[config.mk]
export PLATFORM = sky130hd
export DESIGN_NAME = tqv_periph_bus_arbiter
export DESIGN_NICKNAME = d
export VERILOG_FILES = /design/src/rtl/tqv_periph_bus_arbiter_pkg.sv /design/src/rtl/tqv_periph_bus_arbiter_rr_arb2.sv /design/src/rtl/tqv_periph_bus_arbiter.sv
export SDC_FILE = /design/constraint.sdc
export NUM_CORES = 1
export LEC_CHECK = 0
export BUFFER_PORTS_ARGS = -buffer_cell sky130_fd_sc_hd__buf_2
export CAP_MARGIN = 15
export CORE_AREA = 5 5 102 104
export DETAILED_ROUTE_END_ITERATION = 7
export DIE_AREA = 0 0 107 109
export PLACE_DENSITY = 0.84
export SLEW_MARGIN = 20
export SYNTH_ARGS = -nofsm -noshare
export SYNTH_HDL_FRONTEND = slang
export SYNTH_SLANG_ARGS = --single-unit
[constraint.sdc]
create_clock -name clk -period 6.34 [get_ports clk]
set_input_delay 0.634 -clock clk [delete_from_list [all_inputs] [get_ports clk]]
set_output_delay 0.634 -clock clk [all_outputs]
set_load 0.02 [all_outputs]
[src/rtl/tqv_periph_bus_arbiter_pkg.sv]
// Shared TinyQV peripheral-bus definitions: transaction widths, arbiter FSM states,
// and the read-data width mask.
package tqv_bus_pkg;

    localparam logic [1:0] TXN_BYTE = 2'b00;
    localparam logic [1:0] TXN_HALF = 2'b01;
    localparam logic [1:0] TXN_WORD = 2'b10;
    localparam logic [1:0] TXN_NONE = 2'b11;

    typedef enum logic [1:0] {
        ST_IDLE  = 2'd0,
        ST_WRITE = 2'd1,
        ST_READ  = 2'd2,
        ST_RESP  = 2'd3
    } state_t;

    function automatic logic [31:0] mask_rdata(input logic [1:0] txn, input logic [31:0] data);
        case (txn)
            TXN_BYTE: return {24'd0, data[7:0]};
            TXN_HALF: return {16'd0, data[15:0]};
            default:  return data;
        endcase
    endfunction

endpackage

[src/rtl/tqv_periph_bus_arbiter_rr_arb2.sv]
// Two-way round-robin picker, purely combinational: a lone requester always wins,
// and on a tie the requester named by ptr (0 = m0, 1 = m1) wins.
module tqv_rr_arb2 (
    input  logic [1:0] req,
    input  logic       ptr,
    output logic [1:0] gnt
);

    always_comb begin
        gnt = req;
        if (req == 2'b11) begin
            gnt = ptr ? 2'b10 : 2'b01;
        end
    end

endmodule

[src/rtl/tqv_periph_bus_arbiter.sv]
// Serialises m0/m1 single transactions onto the TinyQV peripheral bus; accept->strobe 1 cycle,
// resp 2 cycles after accept plus read wait cycles; losing requester waits with valid held.
module tqv_periph_bus_arbiter
    import tqv_bus_pkg::*;
#(
    parameter int ADDR_W  = 6,
    parameter int TIMEOUT = 255
) (
    input  logic              clk,
    input  logic              rst,
    input  logic              m0_valid,
    input  logic              m0_write,
    input  logic [1:0]        m0_txn,
    input  logic [ADDR_W-1:0] m0_addr,
    input  logic [31:0]       m0_wdata,
    output logic              m0_ready,
    output logic              m0_resp_valid,
    output logic [31:0]       m0_rdata,
    output logic              m0_err,
    input  logic              m1_valid,
    input  logic              m1_write,
    input  logic [1:0]        m1_txn,
    input  logic [ADDR_W-1:0] m1_addr,
    input  logic [31:0]       m1_wdata,
    output logic              m1_ready,
    output logic              m1_resp_valid,
    output logic [31:0]       m1_rdata,
    output logic              m1_err,
    output logic [ADDR_W-1:0] address,
    output logic [31:0]       data_in,
    output logic [1:0]        data_write_n,
    output logic [1:0]        data_read_n,
    input  logic [31:0]       data_out,
    input  logic              data_ready
);

    localparam int CNT_W = (TIMEOUT > 0) ? $clog2(TIMEOUT + 1) : 1;
    localparam logic [CNT_W-1:0] CNT_LIMIT = CNT_W'(TIMEOUT);

    state_t              r_state;
    logic                r_gnt;
    logic                r_ptr;
    logic [1:0]          r_txn;
    logic [ADDR_W-1:0]   r_addr;
    logic [31:0]         r_wdata;
    logic [31:0]         r_rdata;
    logic                r_err;
    logic [CNT_W-1:0]    r_cnt;

    logic [1:0]          w_req;
    logic [1:0]          w_gnt;
    logic                w_accept;
    logic                w_sel;
    logic                w_sel_write;
    logic [1:0]          w_sel_txn;
    logic [ADDR_W-1:0]   w_sel_addr;
    logic [31:0]         w_sel_wdata;
    logic [CNT_W-1:0]    w_cnt_inc;
    logic                w_timeout;
    logic                w_resp;

    assign w_req = {m1_valid, m0_valid};

    tqv_rr_arb2 u_arb (
        .req (w_req),
        .ptr (r_ptr),
        .gnt (w_gnt)
    );

    assign w_accept    = (r_state == ST_IDLE) && (w_req != 2'b00);
    assign w_sel       = w_gnt[1];
    assign w_sel_write = w_sel ? m1_write : m0_write;
    assign w_sel_txn   = w_sel ? m1_txn   : m0_txn;
    assign w_sel_addr  = w_sel ? m1_addr  : m0_addr;
    assign w_sel_wdata = w_sel ? m1_wdata : m0_wdata;

    // A zero TIMEOUT disables the limit; the counter then just wraps harmlessly.
    assign w_cnt_inc = r_cnt + 1'b1;
    assign w_timeout = (TIMEOUT != 0) && (w_cnt_inc == CNT_LIMIT);

    always_ff @(posedge clk or posedge rst) begin
        if (rst) begin
            r_state <= ST_IDLE;
            r_gnt   <= 1'b0;
            r_ptr   <= 1'b0;
            r_txn   <= TXN_BYTE;
            r_addr  <= '0;
            r_wdata <= '0;
            r_rdata <= '0;
            r_err   <= 1'b0;
            r_cnt   <= '0;
        end else begin
            case (r_state)
                ST_IDLE: begin
                    if (w_accept) begin
                        r_gnt   <= w_sel;
                        r_txn   <= w_sel_txn;
                        r_addr  <= w_sel_addr;
                        r_wdata <= w_sel_wdata;
                        r_rdata <= '0;
                        r_err   <= (w_sel_txn == TXN_NONE);
                        r_cnt   <= '0;
                        if (w_sel_txn == TXN_NONE) begin
                            r_state <= ST_RESP;
                        end else if (w_sel_write) begin
                            r_state <= ST_WRITE;
                        end else begin
                            r_state <= ST_READ;
                        end
                    end
                end
                ST_WRITE: r_state <= ST_RESP;
                ST_READ: begin
                    // data_ready wins over an expiring counter in the same cycle.
                    if (data_ready) begin
                        r_rdata <= mask_rdata(r_txn, data_out);
                        r_state <= ST_RESP;
                    end else if (w_timeout) begin
                        r_err   <= 1'b1;
                        r_state <= ST_RESP;
                    end else begin
                        r_cnt <= w_cnt_inc;
                    end
                end
                ST_RESP: begin
                    r_ptr   <= ~r_gnt;
                    r_state <= ST_IDLE;
                end
                default: r_state <= ST_IDLE;
            endcase
        end
    end

    assign w_resp = (r_state == ST_RESP);

    assign m0_ready      = w_accept & w_gnt[0];
    assign m1_ready      = w_accept & w_gnt[1];
    assign m0_resp_valid = w_resp & ~r_gnt;
    assign m1_resp_valid = w_resp & r_gnt;
    assign m0_rdata      = m0_resp_valid ? r_rdata : 32'd0;
    assign m1_rdata      = m1_resp_valid ? r_rdata : 32'd0;
    assign m0_err        = m0_resp_valid & r_err;
    assign m1_err        = m1_resp_valid & r_err;

    assign address      = r_addr;
    assign data_in      = r_wdata;
    assign data_write_n = (r_state == ST_WRITE) ? r_txn : 2'b11;
    assign data_read_n  = (r_state == ST_READ)  ? r_txn : 2'b11;

endmodule

==> results_dict.tcl, run 1 <==
set metrics [dict create \
    fin_setup_tns_ns 0 \
    grt_antenna_before_repair 1 \
    synthToLayoutAreaGrowth_pct 32.26 \
    fin_skew_ns 0.003608 \
    grt_pass1_wl_mm 20.35 \
    place_inst 802 \
    highest_layer "met4" \
    clk_pin_slew_worst_paths_ns 0.08 \
    detail-route-antenna-nets 0 \
    grt_pass1_vias 4214 \
    drc 0 \
    routed_wirelength_mm 12.93 \
    synth_cells 484 \
    cts_resized 0 \
    required_ns 5.71 \
    insertion_delay_ns 0.35 \
    syn-num-nets 610 \
    synth.distinct_cells 41 \
    worst_ir_drop_vdd_uv 235.5 \
    htreeDepth 3 \
    die_area_um2 11660 \
    cts_tree "yes" \
    die_h_um 109 \
    clock.fmax_ghz 0.3326 \
    routedWlPerCell_um 15.79 \
    rsz0062_at_grt "no" \
    hold_buffers 0 \
    grt-ovfl-total 0 \
    path_class "flop to output pin" \
    synth-seq-area-share 0.4753 \
    worstSetupStartpointType "flop" \
    crit_arrival_ns 2.37 \
    finalSetupViolCount 0 \
    final_cell_area_um2 5919 \
    start_util 0.4731 \
    avgViaCountPerCell 5.176 \
    fin_cells 819 \
    route.met3.wl_mm 1.258 \
    cp_slowest_cell "ha_1" \
    syn-cell-area_um2 4476 \
    worstMarginPinSlew_ns 0.9223 \
    grt_usage 0.2188 \
    fin_nets 825 \
    maxSlewViolCount 0 \
    critPathCaptureType "output pin" \
    placed_area_um2 5707 \
    layout-drive-gt1-share 0.3778 \
    gp_congestion 0.8290 \
    power_density_nw_per_um2 416.7 \
    cp_top_family "adder cells" \
    first_pass_iters 4 \
    dr_total_vias 4239 \
    maxCapViolations 0 \
    period_share 0.4743 \
    finalHoldViolations 0 \
    avgSynthCellArea_um2 9.247 \
    fp.coreArea_um2 9459 \
    critPathBufInv 2 \
    status "finished clean" \
    nFillCells 782 \
    ys_seq_elements 85 \
    path_max_fanout 36 \
    routed-wl-met2_mm 6.207 \
    post-dp-hpwl_mm 9.902 \
    cts.sinks 85 \
    ys_warn_count 0 \
    leakage_nw 3.356 \
    clockBufferDepth 2 \
    cts_setup_buffers 0 \
    io_pins 231 \
    die_w_um 107 \
    grt_max_degree 86 \
    cpPeakStageDelay_ns 0.78 \
    root_buffer "clkbuf_8" \
    fp-row-count 36 \
    min_period_ns 3.007 \
    relSlewSlack 0.3851 \
    crit_chain "ha_1, nor2b_1, buf_4, and2_1, buf_2" \
    drtIter0Drc 199 \
    numCtsBuffers 9 \
    portBuffers 230 \
    met1Wirelength_mm 5.315 \
    min_path_type "input pin to asynchronous set/reset pin" \
]
[report_power, final]
group	switching (mW)	internal, mW
clock network	0.188	0.220
registers	0.178	0.766
logic	0.733	0.381
total	1.10	1.37
[cell type report]
type | instances | area [um2] | share of cell area
Clock inverter | 5 | 75.07 | 0.01268
Inverter | 15 | 57.56 | 0.009723
Sequential cell | 85 | 2127 | 0.3593
Timing Repair Buffer | 235 | 1192 | 0.2014
Clock buffer | 11 | 131.4 | 0.02219
Tap cell | 114 | 142.6 | 0.02410
Multi-Input combinational cell | 353 | 2191 | 0.3701
Antenna cell | 1 | 2.502 | 0.0004227
[state kept, by name (all words and copies together), names as in the netlist]
register  cells
r_state       2
address       6
data_in      32
r_ptr         1
r_err         1
r_txn         2
r_cnt         8
r_gnt         1
r_rdata      32
[synth_stat cells]
cell / number / share of area
nand2b_1: 5 / 0.0070
dfrtp_1: 85 / 0.48
clkbuf_1: 25 / 0.021
o311a_1: 1 / 0.0022
o21a_1: 1 / 0.0017
xnor2_1: 1 / 0.0020
ha_1: 7 / 0.020
a22o_1: 8 / 0.016
nor2_1: 13 / 0.011
nand3_1: 4 / 0.0045
nand2_1: 98 / 0.082
o221ai_4: 1 / 0.0059
and3_1: 33 / 0.046
o21a_2: 1 / 0.0020
nor2b_1: 1 / 0.0014
mux2i_1: 41 / 0.092
a31oi_1: 2 / 0.0028
a21bo_2: 1 / 0.0022
buf_2: 6 / 0.0067
or2b_1: 1 / 0.0017
nand3_2: 1 / 0.0022
a21oi_2: 1 / 0.0020
inv_1: 15 / 0.013
or4_2: 1 / 0.0020
nor3_2: 2 / 0.0045
o22ai_1: 2 / 0.0028
mux2_1: 2 / 0.0050
mux2_2: 2 / 0.0050
o21ai_1: 8 / 0.0089
a211oi_1: 1 / 0.0017
o211ai_1: 3 / 0.0050
o221ai_1: 3 / 0.0059
o21ai_0: 63 / 0.070
nand4_1: 2 / 0.0028
and2_1: 36 / 0.050
a21o_1: 1 / 0.0017
and3_2: 2 / 0.0034
a31oi_4: 1 / 0.0048
nand3b_1: 1 / 0.0017
nand4b_1: 1 / 0.0020
mux2i_2: 1 / 0.0031
[worst paths after layout]
kind / from / slack, ns / to / cells after the start
worst max-delay path: r_state[1] / 3.33 / m0_rdata[7] / 5
worst min-delay path: rst / 0.48 / r_rdata[26] / 3
worst max register to register: r_state[0] / 3.92 / r_rdata[26] / 8
worst min register to register: data_in[1] / 0.48 / data_in[1] / 2
max in group asynchronous: rst / 5.34 / r_rdata[1] / 3
min in group clk: data_in[1] / 0.48 / data_in[1] / 2
[tightest hold or removal path, delay by kind of cell]
family / cells / cell delay (ns)
buf+inv: 3 / 0.70
[metal layers]
metal | track usage | vias up
li1 | - | 2076
met1 | 0.2645 | 1955
met2 | 0.3835 | 196
met3 | 0.07046 | 12
met4 | 0.04840 | 0
met5 | 0 | -
[cells by family after synthesis]
| group | after synthesis | synth area share |
|---|---|---|
| AO/OA/AOI/OAI | 98 | 0.1356 |
| XOR/XNOR | 1 | 0.001957 |
| adder cells (fa/ha/maj) | 7 | 0.01957 |
| buffers and inverters | 46 | 0.04026 |
| flip-flops | 85 | 0.4753 |
| multiplexers | 46 | 0.1048 |
| AND/OR/NAND/NOR | 201 | 0.2225 |
[cell usage in the layout (no fill, tap or decap), drive strengths merged]
master and instances:
mux2 4, ha 7, mux2i 42, nand2 98, nand4b 1, nand2b 5, nor3 2, a21o 1
nor2 13, o221ai 4, nand3 5, a31oi 3, bufinv 2, o211ai 3, o311a 1, a21bo 1
clkinv 4, nand4 2, or4 1, dfrtp 85, nor2b 1, xnor2 1, inv 14, or2b 1
a22o 8, buf 235, and2 36, a211oi 1, and3 35, o22ai 2, o21ai 71, o21a 2
diode 1, nand3b 1, a21oi 1, clkbuf 11
[through the flow]
step | worst slack [ns] | utilization | total power, mW | hold slack [ns]
6_report | 3.333 | 0.6258 | 2.467 | 0.4754
4_1_cts | 3.311 | 0.6251 | 2.488 | 0.4893
5_1_grt | 3.130 | 0.6258 | 2.649 | 0.4931
3_3_place_gp | 3.826 | 0.6033 | 2.016 | 0.4604
2_1_floorplan | 3.513 | - | 1.674 | 0.4564
3_5_place_dp | 3.702 | 0.6033 | 2.076 | 0.4702
Note: power is estimated with default switching activity, not from simulation.
==> inputs of run 2 (changes only) <==
--- a/config.mk
+++ b/config.mk
@@ -5,12 +5,13 @@
 export SDC_FILE = /design/constraint.sdc
 export NUM_CORES = 1
 export LEC_CHECK = 0
+export ABC_AREA = 1
 export BUFFER_PORTS_ARGS = -buffer_cell sky130_fd_sc_hd__buf_2
 export CAP_MARGIN = 15
-export CORE_AREA = 5 5 102 104
+export CORE_AREA = 5 5 104 106
 export DETAILED_ROUTE_END_ITERATION = 7
-export DIE_AREA = 0 0 107 109
-export PLACE_DENSITY = 0.84
+export DIE_AREA = 0 0 109 111
+export PLACE_DENSITY = 0.8
 export SLEW_MARGIN = 20
 export SYNTH_ARGS = -nofsm -noshare
 export SYNTH_HDL_FRONTEND = slang
==> constraint.sdc (replaced) <==
create_clock -name clk -period 2.85 [get_ports clk]
set_input_delay 0.285 -clock clk [delete_from_list [all_inputs] [get_ports clk]]
set_output_delay 0.285 -clock clk [all_outputs]
set_load 0.02 [all_outputs]
==> results_dict.tcl, run 2 <==
set metrics [dict create \
    status "finished clean" \
    critPathBufInv 2 \
    synthFlopType "dfrtp_1" \
    place_inst 923 \
    routedWlPerCell_um 14.37 \
    fin_skew_ns 0.009437 \
    cts_tree "yes" \
    grt.busiest_layer "met2" \
    cp_slowest_cell "nor2_4" \
    gr-usage-met3 0.08445 \
    fin_setup_tns_ns 0 \
    htreeDepth 3 \
    clk_pin_slew_worst_paths_ns 0.09 \
    cp_top_family "simple AND/OR/NAND/NOR gates" \
    grtUsageMet1 0.2671 \
    synth_cells 586 \
    numCtsBuffers 9 \
    io_pins 231 \
    post-dp-hpwl_mm 10.36 \
    min_period_ns 2.434 \
    path_max_fanout 56 \
    fin_ws_ns 0.4160 \
    routed_wirelength_mm 13.49 \
    die_h_um 111 \
    fin_nets 927 \
    synth-seq-area-share 0.4864 \
    grt-ovfl-total 0 \
    insertion_delay_ns 0.35 \
    met2_usage 0.3702 \
    grt_pass1_vias 4412 \
    whs_ns 0.01894 \
    diodes 0 \
    worst_ir_drop_vdd_uv 515.9 \
    synth_edf_count 0 \
    syn-cell-area_um2 4373 \
    r2r-start "r_state[0]" \
    die_area_um2 12100 \
    hold_buffers 0 \
    p_total_mw 5.427 \
    fp-row-count 36 \
    finalSetupViolCount 0 \
    avgSynthCellArea_um2 7.462 \
    dr_total_vias 4597 \
    portBuffers 230 \
    multi_input_area_um2 1882 \
    crit_arrival_ns 2.70 \
    grt_antenna_before_repair 1 \
    cts_setup_buffers 0 \
    netlist.top_cell.by_area "dfrtp_1" \
    fin_cells 939 \
    first_pass_iters 5 \
    reg2reg_to "r_rdata[16]" \
    finalHoldViolations 0 \
    cts_resized 0 \
    root_buffer "clkbuf_8" \
    drtIter0Drc 209 \
    worstSetupStartpointType "flop" \
    critPathCaptureType "flop" \
    crit_chain "inv_1, ha_1, inv_1, nor2_1, nor2_4, nand3_1, o21ai_1" \
    leakage_nw 3.070 \
    ys_warn_count 0 \
    detail-route-antenna-nets 0 \
    grt_max_degree 57 \
    grt_usage 0.2222 \
    layout-drive-gt1-share 0.3300 \
    nFillCells 923 \
    worstMarginPinSlew_ns 0.9932 \
    final_cell_mix "230 x buf_2, 115 x nor2_1, 106 x nand2_1" \
    cpPeakStageDelay_ns 0.78 \
    maxSlewViolCount 0 \
    power_density_nw_per_um2 935.8 \
    preCtsSetupSlack_ns 0.4187 \
    avgViaCountPerCell 4.896 \
    rsz0062_at_grt "no" \
    gp_congestion 0.8558 \
    yosysTopAreaCellShare 0.4864 \
    path_common_cell "inv_1" \
    clock.fmax_ghz 0.4108 \
    synth.distinct_cells 25 \
    grt_pass1_wl_mm 21.63 \
    r2r.worst_path.cells 7 \
    die_w_um 109 \
    final_common_cell "buf_2" \
    drc 0 \
    synth.top_cells.by_count "116 x nor2_1, 106 x nand2_1, 93 x o21ai_0, 85 x dfrtp_1, 58 x inv_1" \
    syn-num-nets 712 \
    ff_latch_area_um2 2127 \
    cts.sinks 85 \
    async_flop_share 1.000 \
    start_util 0.4516 \
    maxCapViolations 0 \
    synthToLayoutAreaGrowth_pct 32.62 \
    relSlewSlack 0.3363 \
    clockBufferDepth 2 \
    yosys-top-cells-area "dfrtp_1 49%, o21ai_0 11%, nor2_1 10%" \
    required_ns 3.12 \
    r2r_slack_ns 0.42 \
    ys_seq_elements 85 \
    min_path_type "input pin to asynchronous set/reset pin" \
    period_share 0.8541 \
    fp.coreArea_um2 9684 \
    path_class "flop to flop" \
    synth.most_common_cell "nor2_1" \
]
==> run 2: changes by cell type after synthesis, moves of 11 or more <==
cell     delta
nor2_1    +103
o21ai_0    +30
inv_1      +43
and3_1     -33
o21ai_1    +11
nand3_1    +42
mux2i_1    -41
and2_1     -36
==> run 2: how the worst max path moves through the flow <==
stage               startpoint  slack [ns]           to  depth (start not counted)
floorplan                  rst        0.37   address[0]                          1
global placement    r_state[0]        0.59  r_rdata[12]                          7
detailed placement  r_state[0]        0.42  r_rdata[16]                          7
CTS                 r_state[0]        0.40  r_rdata[16]                          7
global route        r_state[0]        0.09  r_rdata[30]                          7
finish              r_state[0]        0.42  r_rdata[16]                          7
==> run 2: layout make-up <==
type / count / area share
Inverter: 61 / 0.03970
Timing Repair Buffer: 236 / 0.2084
Clock inverter: 5 / 0.007551
Sequential cell: 85 / 0.3668
Clock buffer: 11 / 0.02438
Tap cell: 133 / 0.02869
Multi-Input combinational cell: 408 / 0.3245
==> run 2: cell families (layout without fill, tap and decap cells) <==
kind of cell               Yosys count  in the layout  synth area share
adders and majority gates            7              7           0.02003
DFF                                 85             85            0.4864
AOI/OAI and AO/OA                  119            119            0.1405
and+or+nand+nor                    282            282            0.2681
buffers and inverters               93            313           0.08498
==> run 2: through the flow <==
| step | utilization | area (um2) |
|---|---|---|
| finish | 0.5988 | 5799 |
| global route | 0.5988 | 5799 |
| global placement | 0.5797 | 5614 |
| floorplan | - | 4373 |
| CTS | 0.5988 | 5799 |
| detailed placement | 0.5797 | 5614 |
==> run 2: metal layers <==
metal,vias to the layer above,routed length [um]
met5,-,7
li1,2290,-
met2,207,6449
met1,2080,5247
met4,2,217
met3,18,1569
==> run 2: power by group <==
| part | switching [mW] | internal, mW |
|---|---|---|
| clock network | 0.454 | 0.352 |
| logic | 1.87 | 0.781 |
| registers | 0.244 | 1.72 |
| total | 2.57 | 2.85 |
==> inputs of run 3 (changes only) <==
--- a/config.mk
+++ b/config.mk
@@ -8,11 +8,9 @@
 export ABC_AREA = 1
 export BUFFER_PORTS_ARGS = -buffer_cell sky130_fd_sc_hd__buf_2
 export CAP_MARGIN = 15
-export CORE_AREA = 5 5 104 106
+export CORE_AREA = 5 5 131 133
 export DETAILED_ROUTE_END_ITERATION = 7
-export DIE_AREA = 0 0 109 111
-export PLACE_DENSITY = 0.8
-export SLEW_MARGIN = 20
+export DIE_AREA = 0 0 136 138
 export SYNTH_ARGS = -nofsm -noshare
 export SYNTH_HDL_FRONTEND = slang
 export SYNTH_SLANG_ARGS = --single-unit
==> results_dict.tcl, run 3 (synthesis gave the netlist of run 2 again) <==
set metrics [dict create \
    status "finished clean" \
    r2r.worst_path.cells 7 \
    die_h_um 138 \
    fin_skew_ns 0.009861 \
    grt_pass1_wl_mm 23.34 \
    worstSetupStartpointType "flop" \
    final_cell_mix "230 x buf_2, 115 x nor2_1, 105 x nand2_1" \
    switchingPower_mw 2.700 \
    routed_wirelength_mm 14.79 \
    start_util 0.2783 \
    reg2reg_to "r_rdata[25]" \
    avgViaCountPerCell 4.455 \
    grt-ovfl-total 0 \
    grt_antenna_before_repair 0 \
    drtIter0Drc 180 \
    period_share 0.8814 \
    fin_setup_tns_ns 0 \
    synthToLayoutAreaGrowth_pct 38.25 \
    drc 0 \
    swShare 0.4565 \
    required_ns 2.57 \
    portBuffers 230 \
    grt.busiest_layer "met2" \
    clock.fmax_ghz 0.3981 \
    io_pins 231 \
    nFillCells 1646 \
    cts.sinks 85 \
    die_area_um2 18770 \
    fp-row-count 46 \
    critPathCaptureType "output pin" \
    gp_congestion 0.8089 \
    placed_area_um2 5728 \
    path_class "flop to output pin" \
    clockBufferDepth 2 \
    path_max_fanout 33 \
    r2r-start "r_state[0]" \
    final_cell_area_um2 6046 \
    insertion_delay_ns 0.34 \
    grt_max_degree 86 \
    comb_power_share 0.456 \
    root_buffer "clkbuf_16" \
    finalSetupViolCount 0 \
    diodes 0 \
    numCtsBuffers 9 \
    startpoint "r_state[0]" \
    htreeDepth 3 \
    seq_power_share 0.334 \
    final_common_cell "buf_2" \
    layout-drive-gt1-share 0.3321 \
    relSlewSlack 0.3083 \
    gr-usage-met3 0.06313 \
    grt_pass1_vias 4410 \
    dr_total_vias 4557 \
    power_density_nw_per_um2 978.3 \
    ff_latch_area_um2 2127 \
    die_w_um 136 \
    r2r_slack_ns 0.44 \
    crit_path_end "m0_rdata[25]" \
    leakage_nw 3.136 \
    grtUsageMet1 0.1980 \
    cts_setup_buffers 0 \
    hold_buffers 0 \
    grt_usage 0.1548 \
    min_path_type "input pin to asynchronous set/reset pin" \
    worst_ir_drop_vdd_uv 513.1 \
    clk_pin_slew_worst_paths_ns 0.07 \
    cts_resized 0 \
    detail-route-antenna-nets 0 \
    rsz0062_at_grt "no" \
    routedWlPerCell_um 14.45 \
    fp.coreArea_um2 15710 \
    post-dp-hpwl_mm 11.37 \
    clock_power_share 0.210 \
    internal_power_mw 3.214 \
    worstMarginPinSlew_ns 1.035 \
    finalHoldViolations 0 \
    met2_usage 0.2472 \
    cts_tree "yes" \
    multi_input_area_um2 1884 \
    maxSlewViolCount 0 \
    maxCapViolations 0 \
    first_pass_iters 5 \
    crit_arrival_ns 2.23 \
    fin_nets 928 \
    min_period_ns 2.512 \
]
[run 3: cell types whose count changed in the layout (fill, tap and decap cells not counted), sizes merged]
cell    before  now
buf        236  237
inv         61   62
clkbuf      11    9
bufinv       0    1
[run 3: layer usage]
layer / wire length (um) / up-vias
met5: 0 / -
met4: 112 / 0
met3: 1701 / 8
met2: 6528 / 215
met1: 6444 / 2040
li1: - / 2294
[run 3: power by group through the flow]
| stage | sequential, mW | clock, mW | combinational [mW] |
|---|---|---|---|
| floorplan | 2.28 | 0 | 1.54 |
| global placement | 1.99 | 0 | 2.72 |
| detailed placement | 1.98 | 0 | 2.75 |
| CTS | 1.97 | 1.29 | 2.75 |
| global route | 2.04 | 1.33 | 3.05 |
| finish | 1.97 | 1.24 | 2.70 |
[run 3: worst min-delay path by stage]
stage,cells after the start,from,endpoint,slack [ns]
2_1_floorplan,2,data_out[0],r_rdata[0],0.43
3_3_place_gp,3,rst,data_in[20],0.42
3_5_place_dp,3,rst,data_in[20],0.43
4_1_cts,3,rst,data_in[9],0.04
5_1_grt,3,rst,data_in[9],0.05
6_report,3,rst,data_in[20],0.03
[run 3: stage by stage]
stage / setup slack [ns] / std cells / hold slack (ns) / util / total power [mW]
2_1_floorplan: 0.3715 / 586 / 0.4319 / - / 3.821
3_3_place_gp: 0.5109 / 1007 / 0.4208 / 0.3645 / 4.704
3_5_place_dp: 0.4155 / 1007 / 0.4252 / 0.3645 / 4.732
4_1_cts: 0.3070 / 1023 / 0.04371 / 0.3848 / 6.010
5_1_grt: 0.07380 / 1023 / 0.04751 / 0.3848 / 6.416
6_report: 0.3381 / 1023 / 0.03209 / 0.3848 / 5.914
[run 3: critical path: stages (launching register included)]
cell	delay, ns
dfrtp_1	0.41
ha_1	0.24
inv_1	0.08
nor2_1	0.07
inv_1	0.72
nor2_1	0.14
buf_2	0.21
[run 3: final cells by class]
cell class,instances,area share
clock buffer,9,0.03725
clock inverter,7,0.01531
inverter,61,0.03808
multi-input combinational,408,0.3117
sequential,85,0.3518
tap,216,0.04470
timing repair buffer,237,0.2012
